**src/rtl/mips_pkg.sv**
```systemverilog
// Shared MIPS pipeline definitions: reset/bubble constants, opcodes, the IF/ID
// record and the PC update selector.
package mips_pkg;

  localparam logic [31:0] RESET_PC_DEFAULT = 32'h0000_0000;
  localparam logic [31:0] NOP_INSTR        = 32'h0000_0000;  // sll $0,$0,0

  localparam logic [5:0] OP_J   = 6'h02;
  localparam logic [5:0] OP_JAL = 6'h03;
  localparam logic [5:0] OP_BEQ = 6'h04;

  typedef struct packed {
    logic [31:0] instruction;
    logic [31:0] pc4;
    logic        valid;
  } ifid_t;

  typedef enum logic [1:0] {
    PC_INC  = 2'd0,
    PC_HOLD = 2'd1,
    PC_LOAD = 2'd2
  } pc_sel_e;

  function automatic logic [31:0] align_word(input logic [31:0] addr);
    return {addr[31:2], 2'b00};
  endfunction

endpackage

```
**src/rtl/pc_reg.sv**
```systemverilog
// Program counter: async active-low reset, hold, word-aligned load, and a
// free-running +4 successor that wraps modulo 2^32.
module pc_reg
  import mips_pkg::*;
#(
  parameter logic [31:0] RESET_PC = RESET_PC_DEFAULT
) (
  input  logic        clk,
  input  logic        reset,
  input  pc_sel_e     sel,
  input  logic [31:0] load_pc,
  output logic [31:0] pc,
  output logic [31:0] pc4
);

  assign pc4 = pc + 32'd4;

  // NOTE: state registers use non-blocking assignments so every flop samples
  // pre-edge values regardless of process evaluation order.
  always_ff @(posedge clk or negedge reset) begin
    if (!reset) begin
      pc <= RESET_PC;
    end else begin
      case (sel)
        PC_LOAD: pc <= align_word(load_pc);
        PC_HOLD: pc <= pc;
        default: pc <= pc4;
      endcase
    end
  end

endmodule

```
**src/rtl/instruction_fetch.sv**
```systemverilog
// MIPS IF stage: owns the PC, drives instruction memory, and fills the IF/ID
// register under stall, flush and branch/jump redirects.
module instruction_fetch
  import mips_pkg::*;
#(
  parameter logic [31:0] RESET_PC = RESET_PC_DEFAULT,
  parameter logic [31:0] NOP      = NOP_INSTR
) (
  input  logic        clk,
  input  logic        reset,
  input  logic        Stall,
  input  logic        ID_Jump,
  input  logic        ID_JumpReg,
  input  logic [31:0] ID_JumpRegTarget,
  input  logic        EX_BranchTaken,
  input  logic [31:0] EX_BranchTarget,
  output logic [31:0] Address,
  input  logic [31:0] Instruction,
  output logic [31:0] IFID_Instruction,
  output logic [31:0] IFID_PC4,
  output logic        IFID_Valid,
  output logic [31:0] FetchCount
);

  ifid_t       ifid_q;
  logic [31:0] pc;
  logic [31:0] pc4;
  logic [31:0] jump_target;
  logic [31:0] redirect_pc;
  logic        redirect;
  pc_sel_e     pc_sel;

  assign jump_target = {ifid_q.pc4[31:28], ifid_q.instruction[25:0], 2'b00};

  // A bubble in ID must never redirect, so ID-stage requests are qualified
  // with IF/ID valid; the EX branch is already qualified upstream.
  // NOTE: every always_comb output gets a default first so no path leaves a
  // signal unassigned and infers a latch.
  always_comb begin
    redirect    = 1'b0;
    redirect_pc = pc4;
    pc_sel      = Stall ? PC_HOLD : PC_INC;
    if (EX_BranchTaken) begin
      redirect    = 1'b1;
      redirect_pc = EX_BranchTarget;
    end else if (ID_JumpReg && ifid_q.valid) begin
      redirect    = 1'b1;
      redirect_pc = ID_JumpRegTarget;
    end else if (ID_Jump && ifid_q.valid) begin
      redirect    = 1'b1;
      redirect_pc = jump_target;
    end
    if (redirect) begin
      pc_sel = PC_LOAD;
    end
  end

  pc_reg #(
    .RESET_PC (RESET_PC)
  ) u_pc_reg (
    .clk     (clk),
    .reset   (reset),
    .sel     (pc_sel),
    .load_pc (redirect_pc),
    .pc      (pc),
    .pc4     (pc4)
  );

  always_ff @(posedge clk or negedge reset) begin
    if (!reset) begin
      ifid_q     <= '{instruction: NOP, pc4: 32'd0, valid: 1'b0};
      FetchCount <= 32'd0;
    end else if (redirect) begin
      // The word being fetched this cycle is on the wrong path.
      ifid_q <= '{instruction: NOP, pc4: 32'd0, valid: 1'b0};
    end else if (!Stall) begin
      ifid_q     <= '{instruction: Instruction, pc4: pc4, valid: 1'b1};
      FetchCount <= FetchCount + 32'd1;
    end
  end

  assign Address          = pc;
  assign IFID_Instruction = ifid_q.instruction;
  assign IFID_PC4         = ifid_q.pc4;
  assign IFID_Valid       = ifid_q.valid;

endmodule

```
**config.mk**
```make
export PLATFORM = sky130hd
export DESIGN_NAME = instruction_fetch
export DESIGN_NICKNAME = d
export VERILOG_FILES = /design/src/rtl/mips_pkg.sv /design/src/rtl/pc_reg.sv /design/src/rtl/instruction_fetch.sv
export SDC_FILE = /design/constraint.sdc
export NUM_CORES = 1
export LEC_CHECK = 0
export BUFFER_PORTS_ARGS = -buffer_cell sky130_fd_sc_hd__buf_2
export CORE_ASPECT_RATIO = 1.1
export CORE_MARGIN = 5
export CORE_UTILIZATION = 30
export DETAILED_ROUTE_END_ITERATION = 7
export PLACE_DENSITY = 0.58
export SLEW_MARGIN = 20
export SYNTH_ARGS = -nofsm -noshare
export SYNTH_HDL_FRONTEND = slang
export SYNTH_SLANG_ARGS = --single-unit
export TNS_END_PERCENT = 100
```
**constraint.sdc**
```tcl
create_clock -name clk -period 2.8 [get_ports clk]
set_clock_uncertainty 0.2 [all_clocks]
set_input_delay 0.56 -clock clk [delete_from_list [all_inputs] [get_ports clk]]
set_output_delay 0.56 -clock clk [all_outputs]
set_load 0.02 [all_outputs]
```
Word level (Yosys, flattened, before mapping)
Cells that the tools add are included.
{"block": "word_totals", "register_bits": 129, "input_bits": 102, "output_inout_bits": 129, "word_cells": 26}
{"block": "classes", "add_sub_neg": 2, "eq_ne": 3, "mux": 11, "n_bitwise": 2, "n_reduce_logical": 3}
{"operator": "65-bit 2-to-1 mux", "n": 2}
{"operator": "32-bit 2-to-1 mux", "n": 3}
{"operator": "32-bit case mux with 2 select lines", "n": 1}
{"operator": "32-bit by 1-bit adder with 32-bit output, second input constant", "n": 1}
{"operator": "32-bit by 3-bit adder with 32-bit output, second input constant", "n": 1}
{"operator": "1-bit 2-to-1 mux", "n": 4}
{"operator": "2-bit by 1-bit equality test with 1-bit output, second input constant", "n": 1}
{"operator": "2-bit equality test, second input constant", "n": 1}
{"operator": "1-bit logical AND", "n": 2}
{"operator": "2-bit 2-to-1 mux", "n": 1}
{"operator": "2-bit by 1-bit inequality test with 1-bit output, second input constant", "n": 1}
{"operator": "1-bit NOT", "n": 2}
{"operator": "2-bit AND reduction", "n": 1}

Longest topological paths before layout
Gate-level depths: netlist (run 1).
{"block": "logic_depth", "ltp_word": 7, "ltp_mapped": 7, "mapped_depth_nobuf": 6}

Modules after synthesis
Synthesis (run 1) repeated with hierarchy kept, for this count alone.
{"block": "unflattened", "hier_cells": 800, "area_unflattened_um2": 7267.0}
{"module": "instruction_fetch", "instances": 1, "cells_per_inst": 549, "area_each_um2": 4967.3, "seq_area_each_um2": 2427.3}
{"module": "pc_reg", "instances": 1, "cells_per_inst": 251, "area_each_um2": 2299.7, "seq_area_each_um2": 750.7}

Worst setup path after synthesis (run 1)
OpenSTA, ideal clock, no wires.
{"block": "synth_timing", "kind": "reg-to-reg", "start": "register u_pc_reg.pc[2]", "end": "register u_pc_reg.pc[22]", "setup_ns": 0.090, "t_arrival_ns": 1.922, "required_time_ns": 2.510, "slack_ns": 0.588, "stages_incl_launch_ff": 8, "path_buffers": 1, "synth_period_minus_slack_ns": 2.212, "path_cell_list": "dfrtp_1 ha_1 nand3_2 nor4_1 buf_2 nand3_1 xor2_1 o221ai_1"}
{"block": "synth_between", "elab_chain_len": 5}
{"item": "start, declared", "line": "pc_reg.sv:12", "source": "output logic [31:0] pc,"}
{"item": "start signal, assigned", "line": "pc_reg.sv:25", "source": "PC_LOAD: pc <= align_word(load_pc);"}
{"item": "start signal, assigned", "line": "pc_reg.sv:26", "source": "PC_HOLD: pc <= pc;"}
{"item": "start signal, assigned", "line": "pc_reg.sv:27", "source": "default: pc <= pc4;"}
{"item": "32-bit by 3-bit adder with 32-bit output (*)", "line": "pc_reg.sv:16", "source": "assign pc4 = pc + 32'd4;"}
{"item": "32-bit 2-to-1 mux", "line": "instruction_fetch.sv:49", "source": "end else if (ID_Jump && ifid_q.valid) begin"}
{"item": "32-bit 2-to-1 mux", "line": "instruction_fetch.sv:46", "source": "end else if (ID_JumpReg && ifid_q.valid) begin"}
{"item": "32-bit 2-to-1 mux", "line": "instruction_fetch.sv:43", "source": "if (EX_BranchTaken) begin"}
{"item": "32-bit case mux with 2 select lines (*)", "line": "pc_reg.sv:24", "source": "case (sel)"}
Mark *: on every way between the ends. The rest lies on a longest branch, timed or not.
A chain may end at the register's enable or synchronous reset.

Worst setup path after layout (run 1)
{"block": "layout_timing", "start": "register u_pc_reg.pc[2]", "end": "register u_pc_reg.pc[20]"}
Same word-level chain as after synthesis.

==> impl_metrics.toml, run 1 <==
[timing]
worst_pin_slew_ns = 0.701
rsz0062_at_grt = "false"
fin_crit_ns = 2.33
setup_violations = 0
whs_ns = 0.147
final-hold-violation-count = 0
fmax_mhz = 430
drv_slew = 0
min_period_over_period = 0.831
maxSlewHeadroom = 0.531
tns_ns = 0

[floorplanning]
core.rowCount = 57
die_height_um = 166
die_w_um = 151
start_util = 0.302
io_pins = 231
dieArea_um2 = 25100
core_um2 = 21900

[layout]
layout.nets = 1013
layout-drive-gt1-share = 0.326
final_cell_area_um2 = 8800
area_delta_synth_final_pct = 33.3

[placed_design]
dp_hpwl_um = 16900
dpl_cell_area_um2 = 8160
io_buffers = 224
globalplace.congestion = 0.899

[synthesis]
synth_top_cell_by_area = "dfrtp_1"
synth.distinct_cells = 62
synth_top_area_share = 0.478
ys_top_cells_by_count = "dfrtp_1, nor2_1, nand2_1"
synthMostInstantiatedCell = "dfrtp_1"
syn_inst = 681
seq_area_frac_synth = 0.478
syn_avg_cell_area_um2 = 9.70
async_flop_share = 1.00
ys_seq_elements = 126
synth_warnings = 0
yosys-top-cells-area = "dfrtp_1, xor2_1, mux2i_1, xnor2_1, nor2_1"
synth-main-ff-cell = "dfrtp_1"
synth_area_um2 = 6600
synth_edf_count = 0

[clock_network]
cts_buffer_depth = 2
post-cts-setup-buffers = 0
cts_buffers = 17
cts-root-buf = "clkbuf_16"
path_clk_slew_ns = 0.06
cts_resized = 0
clock-sinks = 126
insertion_delay_ns = 0.42
tritoncts = "done"
htreeDepth = 4

[flow_run]
max_cap_violations = 0

[global_route]
grt_antenna_before_repair = 2
grt_max_degree = 66
grt_first_pass_wirelength_um = 33700
grtUsageTotal = 0.176
grt_pass1_vias = 5834
grt_overflow = 0

[detailed_routing]
drc = 0
first_pass_iters = 5
drtIter0Drc = 230
wire_per_inst_um = 18.3
routed_wl_um = 22300
vias_per_cell = 4.89
num_vias = 5963
drtAntennaViolNets = 0

[critical_path]
cp_max_fo = 11
cp.required_ns = 2.89
worstSetupPathType = "flip-flop to flip-flop"
cp-start-kind = "flip-flop"
endpoint_kind = "flip-flop"
critPathArrivalTime_ns = 2.42

[run_status]
status = "finished clean"

[pwr]
finalPower_uw = 5590
p_leak_uw = 0.00424
power.density_nw_per_um2 = 635
max-vdd-ir-drop_uv = 461

[worst_hold_path]
hp-class = "input port to flip-flop"
layout by cell type, fill, tap and decap left out, types with 5 or more instances in the layout:
master | netlist | layout
and3_1 | 10 | 10
a31oi_1 | 5 | 5
o21ai_0 | 28 | 28
nand2_1 | 63 | 62
dfrtp_1 | 126 | 126
xor2_1 | 46 | 46
o221ai_1 | 14 | 14
nand4_1 | 25 | 25
buf_4 | 3 | 29
nor2_1 | 80 | 80
mux2i_1 | 35 | 35
nand3_1 | 29 | 29
a21oi_1 | 33 | 33
buf_2 | 19 | 222
inv_1 | 7 | 7
nor3_1 | 13 | 13
clkbuf_16 | 0 | 17
a22oi_1 | 16 | 16
xnor2_1 | 37 | 37
inv_6 | 0 | 6
o22ai_1 | 7 | 7
through the flow:
stage,std cells,util,setup slack (ns)
after global routing,1219,0.402,0.333
after floorplan,682,-,0.588
after global placement,1184,0.373,0.408
after CTS,1217,0.402,0.463
after detailed placement,1184,0.373,0.360
final,1220,0.402,0.472
cell families (layout without fill, tap and decap cells):
kind of cell | Yosys count | count (layout) | synth area share
buf+inv | 56 | 296 | 0.0385
compound gates | 131 | 131 | 0.130
mux | 36 | 36 | 0.0548
simple gates | 246 | 246 | 0.184
xor+xnor | 83 | 83 | 0.110
fa+ha+maj | 2 | 2 | 0.00379
other cells | 1 | 5 | 0.000568
flops | 126 | 126 | 0.478
metal layers:
metal | track usage | routed length (um) | up-vias
li1 | - | - | 2887
met1 | 0.231 | 9820 | 2883
met2 | 0.285 | 10900 | 165
met3 | 0.0396 | 1160 | 28
met4 | 0.0643 | 447 | 0
met5 | 0 | 0 | -
worst paths after layout:
path,from,depth (start not counted),slack (ns),end
worst min-delay path,EX_BranchTarget[4],2,0.15,u_pc_reg.pc[4]
min in group asynchronous,reset,2,0.49,IFID_Instruction[22]
worst min register to register,FetchCount[31],1,0.28,FetchCount[31]
worst max-delay path,u_pc_reg.pc[2],7,0.47,u_pc_reg.pc[20]
max in group asynchronous,reset,3,1.16,IFID_Instruction[12]
worst max register to register,u_pc_reg.pc[2],7,0.47,u_pc_reg.pc[20]
worst max-delay path, stage by stage (launching register included):
cell     delay [ns]
dfrtp_1        0.49
ha_1           0.23
nand3_2        0.18
nor4_2         0.38
buf_4          0.25
nand3_1        0.10
xor2_1         0.24
o21ai_1        0.11
repair_timing:
action                                  in CTS  in global routing
endpoints found under the setup margin       0                  0
hold buffers                                 1                  0
hold endpoints to repair                    55                  0
power breakdown:
| group | total [uW] | internal [uW] | switching, uW | leakage, uW |
|---|---|---|---|---|
| Combinational | 1050 | 394 | 661 | 0.00231 |
| Clock | 2360 | 1430 | 932 | 0.000300 |
| Sequential | 2170 | 1970 | 199 | 0.00164 |
layout make-up:
cell class              instances  area [um2]
diodes                          3        7.51
clock buffers                  17         425
clock inverters                15         198
fillers                      2214       13100
inverters                       8        30.0
multi-input cells             500        3210
flip-flops and latches        126        3150
well taps                     295         369
repair buffers                256        1410
Power figures use the tool's default switching activity.
==> inputs of run 2 (changes only) <==
Settings changed: PLACE_DENSITY 0.58 to 0.6.
Clock period 2.8 ns to 1.9 ns, I/O delays scaled along.
==> run 2 against run 1 <==
  * The flow now finishes with violations (setup timing)
  * Global-route usage rose by 1.0 points
  * Sequential share of layout area down 4.4 points
  * Via count is 9.4% higher
  * Sequential power up 44%
  * Total power grew 49%
  * Setup slack got worse by 0.52 ns
  * Final area increased by 15%
  * Clock power rose by 34%
  * Sequential cell count did not move
  * Routed wire length is 7.4% higher
  * Critical path type unchanged
  * Critical endpoint is now u_pc_reg.pc[31]
==> impl_metrics.toml, run 2 (same netlist as run 1, synthesis figures left out) <==
[run_status]
status = "finished, violations left"
violations = "setup timing"

[critical_path]
worstSetupPathType = "flip-flop to flip-flop"
cp-start-kind = "flip-flop"
critPathArrivalTime_ns = 2.04
cp_max_fo = 4
endpoint_kind = "flip-flop"
cp.required_ns = 1.99

[detailed_routing]
routed_wl_um = 23900
vias_per_cell = 4.85
wire_per_inst_um = 17.8
drtAntennaViolNets = 0
first_pass_iters = 6
drtIter0Drc = 373
num_vias = 6526
drc = 0

[floorplanning]
io_pins = 231
start_util = 0.302
core_um2 = 21900
die_height_um = 166
core.rowCount = 57
dieArea_um2 = 25100
die_w_um = 151

[timing]
setup_violations = 3
min_period_over_period = 1.03
final-hold-violation-count = 0
maxSlewHeadroom = 0.505
fin_crit_ns = 1.95
worst_pin_slew_ns = 0.739
rsz0062_at_grt = "true"
whs_ns = 0.0110
drv_slew = 0
fin_ws_ns = -0.0478
fmax_mhz = 513

[layout]
layout_commonest_cell = "buf_2"
layout.nets = 1137
layout-drive-gt1-share = 0.410
area_delta_synth_final_pct = 52.9
final_cell_area_um2 = 10100
final_cells = 1345
final_cell_mix = "buf_2, dfrtp_1, buf_4"

[clock_network]
insertion_delay_ns = 0.42
clock-sinks = 126
cts-root-buf = "clkbuf_16"
htreeDepth = 4
tritoncts = "done"
cts_buffers = 17
cts_buffer_depth = 2
path_clk_slew_ns = 0.06

[placed_design]
placedCellCount = 1247
io_buffers = 224
dpl_cell_area_um2 = 8750
dp_hpwl_um = 17800
globalplace.congestion = 0.895
dp_slack_ns = -0.241

[global_route]
grt_pass1_vias = 6562
grt_first_pass_wirelength_um = 35800
grtUsageTotal = 0.186
grt_overflow = 0
grt_antenna_before_repair = 5
grt_max_degree = 36

[pwr]
finalPower_uw = 8320
max-vdd-ir-drop_uv = 568
p_leak_uw = 0.00483
power.density_nw_per_um2 = 824

[worst_hold_path]
hp-class = "input port to flip-flop"

[flow_run]
max_cap_violations = 0
## run 2: changes by cell type in the layout (fill, tap and decap cells not counted), sizes merged
cell / previous run / this run
inv: 15 / 12
diode: 3 / 4
clkbuf: 17 / 18
dlygate4sd3: 1 / 43
buf: 255 / 337
bufinv: 3 / 1
clkinvlp: 2 / 6
## run 2: final timing paths
path,from,endpoint,slack [ns],cells after the start
worst max-delay path,u_pc_reg.pc[3],u_pc_reg.pc[31],-0.05,7
worst min-delay path,Instruction[21],IFID_Instruction[21],0.01,3
worst max register to register,u_pc_reg.pc[3],u_pc_reg.pc[31],-0.05,7
worst min register to register,FetchCount[12],FetchCount[12],0.29,1
max in group asynchronous,reset,IFID_PC4[13],0.69,3
min in group asynchronous,reset,FetchCount[27],0.22,2
## run 2: worst max-delay path: stages (launching register included)
cell and delay (ns):
dfrtp_2 0.43, nand2_4 0.09, nor4_4 0.33, buf_12 0.15, nand4_1 0.19, buf_4 0.21, mux2i_1 0.14, o21ai_1 0.07
## run 2: power by group
| part | internal, uW | switching [uW] | total (uW) | leakage [uW] |
|---|---|---|---|---|
| clock | 1850 | 1320 | 3170 | 0.000262 |
| combinational | 841 | 1170 | 2010 | 0.00295 |
| sequential | 2920 | 215 | 3130 | 0.00162 |
## run 2: routing by layer
layer | GRT usage | vias up | routed length, um
met5 | 0 | - | 7
met4 | 0.0709 | 2 | 487
met3 | 0.0456 | 36 | 1450
met2 | 0.307 | 212 | 11900
met1 | 0.235 | 3151 | 10100
li1 | - | 3125 | -
## run 2: timing repair
action / 4_1_cts / 5_1_grt
resized for setup: 6 / 37
pin swaps: 6 / 21
endpoints found under the setup margin: 13 / 50
endpoints found under the hold margin: 126 / 0
setup buffers: 9 / 9
cloned: 0 / 1
hold buffers: 43 / 0
## run 2: metrics by stage
stage / setup TNS, ns / util
after detailed placement: -6.07 / 0.400
after global placement: -7.73 / 0.399
after floorplan: -0.0769 / -
after CTS: -0.124 / 0.450
final: -0.0929 / 0.461
after global routing: -2.00 / 0.461
## run 2: cell type report
class                      count  area, um2
fill                        2107      11800
multi-input combinational    500       3440
sequential                   126       3170
timing repair buffer         380       2500
clock buffer                  18        439
tap                          295        369
clock inverter                14        133
inverter                       8       30.0
antenna                        4       10.0
==> inputs of run 3 (changes only) <==
Settings changed: PLACE_DENSITY 0.6 to unset, PLACE_DENSITY_LB_ADDON set to 0.08.
==> run 3 against run 2 <==
  * The run still ends with setup timing left
  * Sequential share of layout area decreased by 0.67 points
  * Clock-buffer cell count is 2 higher
  * First-iteration DRC count fell by 42%
  * Clock power rose by 11%
  * Total power rose by 4.6%
==> impl_metrics.toml, run 3 (same netlist as run 1, synthesis figures left out) <==
[run_status]
status = "finished, violations left"
violations = "setup timing"

[detailed_routing]
num_vias = 6382
drtAntennaViolNets = 0
drtIter0Drc = 217
first_pass_iters = 5
wire_per_inst_um = 17.6
drc = 0
routed_wl_um = 23800
vias_per_cell = 4.72

[critical_path]
endpoint_kind = "flip-flop"
worst_path_most_repeated_cell = "buf_6"
cp-start-kind = "flip-flop"
cp_max_fo = 5
critPathArrivalTime_ns = 2.07
max_stage_delay_ns = 0.42
critPathBufInv = 2
cp_top_family = "simple AND/OR/NAND/NOR gates"
path_cells = "nand4_4, nor4_4, buf_6, nand4_1, buf_6, xor2_2, a211oi_2"
cp.required_ns = 2.03
slowest_stage = "dfrtp_2"
worstSetupPathType = "flip-flop to flip-flop"

[layout]
area_delta_synth_final_pct = 56.3
layout-drive-gt1-share = 0.415
diodes = 0
final_cell_area_um2 = 10300
layout.nets = 1147
layout_commonest_cell = "buf_2"
final_cell_mix = "buf_2, dfrtp_1, buf_4"

[timing]
min_period_over_period = 1.02
maxSlewHeadroom = 0.506
final-hold-violation-count = 0
worst_pin_slew_ns = 0.738
whs_ns = 0.00639
drv_slew = 0
fmax_mhz = 516
fin_crit_ns = 1.94
rsz0062_at_grt = "true"
setup_violations = 2
fin_ws_ns = -0.0362

[clock_network]
cts-root-buf = "clkbuf_16"
tritoncts = "done"
cts_buffer_depth = 2
htreeDepth = 4
insertion_delay_ns = 0.42
path_clk_slew_ns = 0.06
clock-sinks = 126
cts_buffers = 17

[floorplanning]
start_util = 0.302
io_pins = 231
die_height_um = 166
dieArea_um2 = 25100
core_um2 = 21900
core.rowCount = 57
die_w_um = 151

[flow_run]
max_cap_violations = 0

[pwr]
power.density_nw_per_um2 = 843
max-vdd-ir-drop_uv = 646
p_leak_uw = 0.00496
finalPower_uw = 8700

[global_route]
grt_max_degree = 37
grt_antenna_before_repair = 0
grt_pass1_vias = 6475
grt_overflow = 0
grtUsageTotal = 0.193
grt_first_pass_wirelength_um = 37100

[placed_design]
io_buffers = 224
dp_hpwl_um = 18300
globalplace.congestion = 0.845
dpl_cell_area_um2 = 8850

[worst_hold_path]
hp-class = "input port to flip-flop"
-- run 3: cell count changes in the layout (fill, tap and decap cells not counted), sizes merged --
cell,delta
buf,+6
bufinv,+3
inv,-4
clkinvlp,-5
dlygate4sd3,+4
clkinv,+4
diode,-4
clkbuf,+2
-- run 3: stage by stage --
step	util	worst slack (ns)	setup TNS, ns	std cells
detailed placement	0.404	-0.212	-1.93	1259
floorplan	-	-0.0253	-0.0769	682
CTS	0.465	-0.0605	-0.114	1350
finish	0.471	-0.0362	-0.0405	1351
global placement	0.404	-0.337	-5.62	1259
global route	0.471	-0.104	-1.28	1351
-- run 3: metal layers --
metal,global-route usage,vias to the layer above,part of all wire
met5,0,-,0
met4,0.0495,0,0.012
met3,0.0393,19,0.058
met2,0.305,172,0.48
met1,0.270,3055,0.45
li1,-,3136,-
-- run 3: worst paths after layout --
path / start / end / slack, ns / cells past startpoint
min in group asynchronous: reset / IFID_PC4[24] / 0.25 / 2
max in group asynchronous: reset / IFID_Instruction[5] / 0.65 / 3
worst max register to register: u_pc_reg.pc[7] / IFID_PC4[31] / -0.04 / 7
worst min register to register: FetchCount[31] / FetchCount[31] / 0.27 / 1
worst max-delay path: u_pc_reg.pc[7] / IFID_PC4[31] / -0.04 / 7
worst min-delay path: Instruction[4] / IFID_Instruction[4] / 0.006 / 3
-- run 3: area by class of cell --
class	count	area (um2)
clock buffers	20	447
clock inverters	12	185
fillers	2181	11600
inverters	8	30.0
multi-input cells	500	3490
flip-flops and latches	126	3170
well taps	295	369
repair buffers	390	2630
-- run 3: what timing repair did --
| action | in CTS | in global routing |
|---|---|---|
| endpoints found under the hold margin | 77 | 0 |
| pin swaps | 16 | 20 |
| buffers inserted | 10 | 1 |
| setup endpoints to repair | 15 | 45 |
| gates resized for setup | 25 | 31 |
| hold buffers | 47 | 0 |
| gates cloned | 2 | 0 |
-- run 3: worst min-delay path, delay by kind of cell --
family	cells	cell delay [ns]
buffers and inverters	1	0.07
muxes	1	0.05
and+or+nand+nor	1	0.08
-- run 3: power breakdown --
part | internal [uW] | switching, uW | leakage (uW) | total (uW)
Combinational | 883 | 1190 | 0.00303 | 2070
Sequential | 2920 | 203 | 0.00162 | 3120
Clock | 2240 | 1260 | 0.000305 | 3510
